[config.mk]
export PLATFORM = sky130hd
export DESIGN_NAME = control_unit_flat
export DESIGN_NICKNAME = d
export VERILOG_FILES = /design/src/rtl/control_unit_if.sv /design/src/rtl/control_unit.sv /design/src/flat_wrapper.sv
export SDC_FILE = /design/constraint.sdc
export NUM_CORES = 1
export LEC_CHECK = 0
export CELL_PAD_IN_SITES_DETAIL_PLACEMENT = 2
export CELL_PAD_IN_SITES_GLOBAL_PLACEMENT = 2
export CORE_MARGIN = 2
export CORE_UTILIZATION = 11
export CTS_BUF_LIST = sky130_fd_sc_hd__clkbuf_16
export CTS_CLUSTER_SIZE = 28
export DETAILED_ROUTE_END_ITERATION = 8
export PLACE_DENSITY = 0.7
export SYNTH_ARGS = -nofsm -noshare
export SYNTH_HDL_FRONTEND = slang
export SYNTH_SLANG_ARGS = --single-unit
[constraint.sdc]
create_clock -name clk -period 1.7 [get_ports clk]
set_clock_uncertainty 0.2 [all_clocks]
set_input_delay 0.17 -clock clk [delete_from_list [all_inputs] [get_ports clk]]
set_output_delay 0.17 -clock clk [all_outputs]
set_load 0.005 [all_outputs]
[src/rtl/control_unit_if.sv]
// Control bundle between the Maquina Rudimentaria sequencer and its datapath.
// The master side decodes IR and flags and drives every load/select strobe.
interface control_unit_if;
    logic [15:0] ir;
    logic        flag_z;
    logic        flag_n;
    logic        ld_ir;
    logic        ld_pc;
    logic        reset_pc_sel;
    logic        mux_1_pc;
    logic        ld_rdir;
    logic        mem_w;
    logic        ld_reg;
    logic        reg_src;
    logic        rb_sel;
    logic        ld_flags;
    logic [3:0]  state;

    modport master (
        input  ir, flag_z, flag_n,
        output ld_ir, ld_pc, reset_pc_sel, mux_1_pc, ld_rdir, mem_w,
               ld_reg, reg_src, rb_sel, ld_flags, state
    );

    modport slave (
        output ir, flag_z, flag_n,
        input  ld_ir, ld_pc, reset_pc_sel, mux_1_pc, ld_rdir, mem_w,
               ld_reg, reg_src, rb_sel, ld_flags, state
    );
endinterface

[src/rtl/control_unit.sv]
// Moore sequencer for the Maquina Rudimentaria: fetch, decode, load/store/ALU
// execution and branch with target prefetch. Outputs depend on state only.
//
// state | meaning
// RST   | hold PC mux at 0 and load it
// F0    | present PC to memory
// F1    | IR <= mem[PC], PC <= PC+1
// DEC   | RDIR <= Ri + IR[7:0], dispatch on opcode
// LD0   | present RDIR to memory
// LD1   | Rd <= mem[RDIR], update flags
// ST    | mem[RDIR] <= Rs, single write cycle
// ALU   | Rd <= ALU result, update flags
// BR0   | present branch target to memory
// BR1   | IR <= mem[RDIR], PC <= RDIR+1, skip normal fetch
module control_unit (
    input  logic                  clk,
    input  logic                  rst,
    control_unit_if.master        cu_bus
);

    typedef enum logic [3:0] {
        S_RST = 4'd0,
        S_F0  = 4'd1,
        S_F1  = 4'd2,
        S_DEC = 4'd3,
        S_LD0 = 4'd4,
        S_LD1 = 4'd5,
        S_ST  = 4'd6,
        S_ALU = 4'd7,
        S_BR0 = 4'd8,
        S_BR1 = 4'd9
    } state_t;

    state_t r_state;
    state_t w_next;
    logic   w_taken;

    always_ff @(posedge clk or posedge rst) begin
        if (rst) r_state <= S_RST;
        else     r_state <= w_next;
    end

    always_comb begin
        w_taken = 1'b0;
        case (cu_bus.ir[13:11])
            3'b000: w_taken = 1'b1;
            3'b001: w_taken = cu_bus.flag_z;
            3'b010: w_taken = cu_bus.flag_n;
            3'b011: w_taken = cu_bus.flag_n | cu_bus.flag_z;
            3'b100: w_taken = 1'b0;
            3'b101: w_taken = ~cu_bus.flag_z;
            3'b110: w_taken = ~cu_bus.flag_n;
            3'b111: w_taken = ~cu_bus.flag_n & ~cu_bus.flag_z;
            default: w_taken = 1'b0;
        endcase
    end

    always_comb begin
        w_next = S_RST;
        case (r_state)
            S_RST: w_next = S_F0;
            S_F0:  w_next = S_F1;
            S_F1:  w_next = S_DEC;
            S_DEC: begin
                case (cu_bus.ir[15:14])
                    2'b00:   w_next = S_LD0;
                    2'b01:   w_next = S_ST;
                    2'b10:   w_next = w_taken ? S_BR0 : S_F0;
                    default: w_next = S_ALU;
                endcase
            end
            S_LD0: w_next = S_LD1;
            S_LD1: w_next = S_F0;
            S_ST:  w_next = S_F0;
            S_ALU: w_next = S_F0;
            S_BR0: w_next = S_BR1;
            S_BR1: w_next = S_DEC;
            default: w_next = S_RST;
        endcase
    end

    // Moore outputs; illegal codes fall through to all-zero
    always_comb begin
        cu_bus.ld_ir        = 1'b0;
        cu_bus.ld_pc        = 1'b0;
        cu_bus.reset_pc_sel = 1'b0;
        cu_bus.mux_1_pc     = 1'b0;
        cu_bus.ld_rdir      = 1'b0;
        cu_bus.mem_w        = 1'b0;
        cu_bus.ld_reg       = 1'b0;
        cu_bus.reg_src      = 1'b0;
        cu_bus.rb_sel       = 1'b0;
        cu_bus.ld_flags     = 1'b0;
        case (r_state)
            S_RST: begin
                cu_bus.reset_pc_sel = 1'b1;
                cu_bus.ld_pc        = 1'b1;
            end
            S_F1: begin
                cu_bus.ld_ir = 1'b1;
                cu_bus.ld_pc = 1'b1;
            end
            S_DEC: begin
                cu_bus.rb_sel  = 1'b1;
                cu_bus.ld_rdir = 1'b1;
            end
            S_LD0: cu_bus.mux_1_pc = 1'b1;
            S_LD1: begin
                cu_bus.mux_1_pc = 1'b1;
                cu_bus.ld_reg   = 1'b1;
                cu_bus.ld_flags = 1'b1;
            end
            S_ST: begin
                cu_bus.mux_1_pc = 1'b1;
                cu_bus.mem_w    = 1'b1;
            end
            S_ALU: begin
                cu_bus.ld_reg   = 1'b1;
                cu_bus.reg_src  = 1'b1;
                cu_bus.ld_flags = 1'b1;
            end
            S_BR0: cu_bus.mux_1_pc = 1'b1;
            S_BR1: begin
                cu_bus.mux_1_pc = 1'b1;
                cu_bus.ld_ir    = 1'b1;
                cu_bus.ld_pc    = 1'b1;
            end
            default: ;
        endcase
    end

    assign cu_bus.state = r_state;

endmodule

[src/flat_wrapper.sv]
// flat-port wrapper written by rule: the top's interface ports become plain ports
module control_unit_flat 
  (clk, rst, cu_bus_ir, cu_bus_flag_z, cu_bus_flag_n, cu_bus_ld_ir, cu_bus_ld_pc, cu_bus_reset_pc_sel, cu_bus_mux_1_pc, cu_bus_ld_rdir, cu_bus_mem_w, cu_bus_ld_reg, cu_bus_reg_src, cu_bus_rb_sel, cu_bus_ld_flags, cu_bus_state);
  control_unit_if cu_bus_i ();
  input  logic clk;
  input  logic rst;
  input wire logic [$bits(cu_bus_i.ir)-1:0] cu_bus_ir;
  input wire logic [$bits(cu_bus_i.flag_z)-1:0] cu_bus_flag_z;
  input wire logic [$bits(cu_bus_i.flag_n)-1:0] cu_bus_flag_n;
  output wire logic [$bits(cu_bus_i.ld_ir)-1:0] cu_bus_ld_ir;
  output wire logic [$bits(cu_bus_i.ld_pc)-1:0] cu_bus_ld_pc;
  output wire logic [$bits(cu_bus_i.reset_pc_sel)-1:0] cu_bus_reset_pc_sel;
  output wire logic [$bits(cu_bus_i.mux_1_pc)-1:0] cu_bus_mux_1_pc;
  output wire logic [$bits(cu_bus_i.ld_rdir)-1:0] cu_bus_ld_rdir;
  output wire logic [$bits(cu_bus_i.mem_w)-1:0] cu_bus_mem_w;
  output wire logic [$bits(cu_bus_i.ld_reg)-1:0] cu_bus_ld_reg;
  output wire logic [$bits(cu_bus_i.reg_src)-1:0] cu_bus_reg_src;
  output wire logic [$bits(cu_bus_i.rb_sel)-1:0] cu_bus_rb_sel;
  output wire logic [$bits(cu_bus_i.ld_flags)-1:0] cu_bus_ld_flags;
  output wire logic [$bits(cu_bus_i.state)-1:0] cu_bus_state;
  assign cu_bus_i.ir = cu_bus_ir;
  assign cu_bus_i.flag_z = cu_bus_flag_z;
  assign cu_bus_i.flag_n = cu_bus_flag_n;
  assign cu_bus_ld_ir = cu_bus_i.ld_ir;
  assign cu_bus_ld_pc = cu_bus_i.ld_pc;
  assign cu_bus_reset_pc_sel = cu_bus_i.reset_pc_sel;
  assign cu_bus_mux_1_pc = cu_bus_i.mux_1_pc;
  assign cu_bus_ld_rdir = cu_bus_i.ld_rdir;
  assign cu_bus_mem_w = cu_bus_i.mem_w;
  assign cu_bus_ld_reg = cu_bus_i.ld_reg;
  assign cu_bus_reg_src = cu_bus_i.reg_src;
  assign cu_bus_rb_sel = cu_bus_i.rb_sel;
  assign cu_bus_ld_flags = cu_bus_i.ld_flags;
  assign cu_bus_state = cu_bus_i.state;
  control_unit u_core (.clk(clk), .rst(rst), .cu_bus(cu_bus_i));
endmodule
# Word-level counts from Yosys, hierarchy flattened
# Cells that the tools add are included.
# Widths: inputs -> output; s select.
# classes
reduce_logical,8
n_mux,12
eq_ne,18
bitwise_logic,4
# op_table
cell,count
$pmux 4 s6,1
$eq 4x3->1 const B,4
$eq 3x3->1 const B,4
$pmux 4 s3,1
$eq 4x2->1 const B,2
$eq 4x4->1 const B,2
$mux 1,8
$pmux 1 s8,1
$eq 3x2->1 const B,2
$reduce_or 5->1,1
$eq 4x1->1 const B,1
$logic_not 4->1,1
$mux 4,1
$reduce_or 2->1,2
$reduce_or 4->1,1
$eq 3x1->1 const B,1
$logic_not 3->1,1
$reduce_or 3->1,1
$eq 2x1->1 const B,1
$eq 2x2->1 const B,1
$logic_not 2->1,1
$not 1->1,2
$and 1x1->1,1
$or 1x1->1,1
# totals
input_bits,20
wordCells,43
output_inout_bits,14
regBits,4

# Depth between registers and ports, before layout
# logic_depth
word_depth,6
depth_mapped,5
mapped_depth_nobuf,4

# Worst setup path after synthesis
# Ideal clock, no wire load.
# synth_timing
kind,register -> output
from,"register u_core.r_state[0], in the netlist u_core.cu_bus.state[0]"
to,output cu_bus_ld_pc
slack_ns,0.133
required_time_ns,1.330
t_arrival_ns,1.197
path_stages_with_launch,5
path_buffers,0
cell_sequence,dfrtp_1 > inv_1 > or3_1 > a21oi_1 > or2_2
# synth_via
elab_chain_cells,3
word_cells_on_any_way,5
classes_between,2 x eq/ne; 1 x mux; 2 x reduce/logical
# synth_lines
element,line,rtl
"start, declared",control_unit.sv:34,state_t r_state;
"start signal, assigned",control_unit.sv:40,else r_state <= w_next;
"$eq 4x2->1, or another cell as far along",control_unit.sv:94,case (r_state)
$reduce_or 3->1 (no line) *,-,
$mux 1 *,control_unit.sv:94,
"end, declared",flat_wrapper.sv:11,output wire logic [$bits(cu_bus_i.ld_pc)-1:0] cu_bus_ld_pc;
# Every way passes the cells marked *; elsewhere a longest branch is shown, timed or not.

# Final worst setup path
# Ends and elaborated chain as after synthesis.

==> out/results.tsv <==
metric	value	unit
Pwr per Cell Area	1885	nW/um^2
number of flip-flops in the largest register	4	
most common cell after layout, fill and taps aside	buf_4	
DR iter-0 viols	1	
nets@finish	114	
Root Buffer	clkbuf_16	
Seq. cell area	102.6	sq um
Crit path largest cell delay	390	ps
Syn Inst Count	42	
Via density	4.220	
Remaining DRCs	0	
Multi-input gate area	240.2	sq um
maximum clock insertion buffer count	2	
first-pass GRT wire length	2939	microns
CTS tree	yes	
sequential area share after synthesis	32.00	%
post-route minimum period	1787	ps
pre-CTS worst setup slack	-250.1	ps
Slew @ Worst Pin	237.2	ps
Worst path slowest cell	dfrtp_1	
Arr. time, crit path	1420	ps
startpoint types	flop	
RR Startpoint	u_core.cu_bus.state[0]$_DFF_PP0_	
setup violators final	3	
most used cell, CP	buf_6	
initial antenna violation count	0	
final wirelength	1861	microns
I/O pin count	34	
Detail Route Antenna Nets	0	
Final Max Tran Viols	0	
die area	3286	sq um
drt pass-1 iters	2	
worst vdd ir	0.6980	mV
Netlist cell types	25	
required time worst endpoint	1330	ps
DP Wirelength	985.8	microns
total gr overflow	0	
via count	519	
clock slew at reported path FFs	30	ps
Post-Syn Area	312.8	sq um
placed cells	104	
Die Ht	57.33	microns
share of post-route cells with drive strength above 1	56.52	%
relative slew slack	84.07	%
# fillers	305	
Placer Congestion	0.6882	
global-route usage over all layers	12.22	%
core area	2734	sq um
clk_lat worst skew	230	ps
Highest Clock Rate	559.5	MHz
violated checks	setup timing	
setup ws final	-87.40	ps
clk sink count	4	
crit share post-route	105.1	%
crit path launch	u_core.cu_bus.state[0]$_DFF_PP0_	
number of synthesized register bits	4	
syn nets	62	
CTS HTree Levels	1	
R2R cell count	8	
Worst Setup EP	cu_bus_ld_pc	
vias in the first global route	634	
# Max-Cap Violations	0	
Final Non-Filler Cells	123	
Initial Util	11.44	%
reg2reg end	u_core.cu_bus.state[2]$_DFF_PP0_	
Setup Crit Path Kind	reg -> out	
wire per inst	15.13	microns
Final Hold Viols	0	
Critical Path, Cell by Cell	buf_6, buf_6, nor4_4, or2_4, clkbuf_2	
setup TNS	-207.7	ps
Port Buffer Count	22	
Leak	0.4383	nW
ant diodes	0	
crit end category	output pin	
largest net degree at the start of global routing	9	
final core utilization	34.37	%
CTS buffer count	3	
row count	19	
Avg Synthesized Cell Area	7.448	sq um
Synth Warn #	0	
status	finished, violations left	
RSZ-0062 raised after global routing	yes	
Reg2Reg Setup Slack	90	ps
most frequent cells in the layout	buf_4 (18), buf_6 (14), clkdlybuf4s50_1 (8), nor2_1 (4)	
Die X	57.33	microns
CP max FO	2	
synth-to-layout area growth	200.4	%
Hold Crit Class	in -> reg	
[synthesized netlist by cell type (all sizes together)]
master | count | share of area, %
nor2 | 5 | 6.0
dfrtp | 4 | 32
o21ai | 4 | 6.4
buf | 3 | 6.4
inv | 3 | 3.6
nand2 | 3 | 3.6
nor3 | 3 | 4.8
a21oi | 2 | 3.2
a211oi | 1 | 2.4
a22o | 1 | 2.8
a41o | 1 | 3.2
clkbuf | 1 | 1.2
nand3 | 1 | 1.6
nand3b | 1 | 2.4
nor2b | 1 | 2.0
nor3b | 1 | 2.4
nor4 | 1 | 2.0
o22ai | 1 | 2.0
o31ai | 1 | 2.4
or2 | 1 | 2.0
or3 | 1 | 2.0
or3b | 1 | 2.8
xnor2 | 1 | 2.8
[layer usage]
| layer | GRT usage [%] | vias to the layer above | part of all wire, % |
|---|---|---|---|
| li1 | - | 250 | - |
| met1 | 12.48 | 250 | 38 |
| met2 | 23.65 | 16 | 57 |
| met3 | 2.041 | 3 | 3.4 |
| met4 | 5.980 | 0 | 1.8 |
| met5 | 0 | - | 0 |
[stage by stage]
step	cell area [sq um]	hold slack (ps)	power, mW
final	939.7	394.4	1.771
after global routing	939.7	427.2	1.877
after CTS	922.1	388.5	1.712
after detailed placement	645.6	172.5	0.9481
after global placement	645.6	163.6	0.9254
after floorplan	312.8	-263.9	0.4542
[timing repair]
action                                  CTS  global route
resized for setup                        55            14
gates cloned                              0             0
endpoints found under the setup margin   10            11
hold buffers                              1             0
hold endpoints to repair                  4             0
setup buffers                            17             2
pin swaps                                 6             6
[worst min-delay path by stage]
stage | slack, ps | cells past startpoint | startpoint | to
final | 390 | 3 | cu_bus_ir[15] | u_core.cu_bus.state[3]$_DFF_PP0_
after floorplan | -260 | 1 | rst | u_core.cu_bus.state[0]$_DFF_PP0_
after global routing | 430 | 3 | cu_bus_ir[15] | u_core.cu_bus.state[3]$_DFF_PP0_
after CTS | 390 | 3 | cu_bus_ir[15] | u_core.cu_bus.state[3]$_DFF_PP0_
after global placement | 160 | 2 | rst | u_core.cu_bus.state[2]$_DFF_PP0_
after detailed placement | 170 | 2 | rst | u_core.cu_bus.state[2]$_DFF_PP0_
[where the power goes]
group	internal [mW]	total (mW)	switching [mW]
registers	0.137	0.173	0.0367
logic	0.736	1.22	0.480
clock network	0.302	0.381	0.0792
[critical path, delay by kind of cell (launching register included)]
kind,cells,cell delay [ps]
AND/OR/NAND/NOR,2,450
flip-flops,1,390
buffers and inverters,3,340
[cell families after synthesis]
family | synth area share (%)
simple gates | 31.60
xor+xnor | 2.801
compound gates | 22.40
buf+inv | 11.20
flops | 32.00
[cell type report]
type                            instances  share of cell area [%]
Timing Repair Buffer                   51                   50.20
Multi-Input combinational cell         31                   25.57
Sequential cell                         4                   10.92
Clock buffer                            3                   7.989
Tap cell                               31                   4.128
Inverter                                3                   1.198
Note: power is estimated with default switching activity, not from simulation.
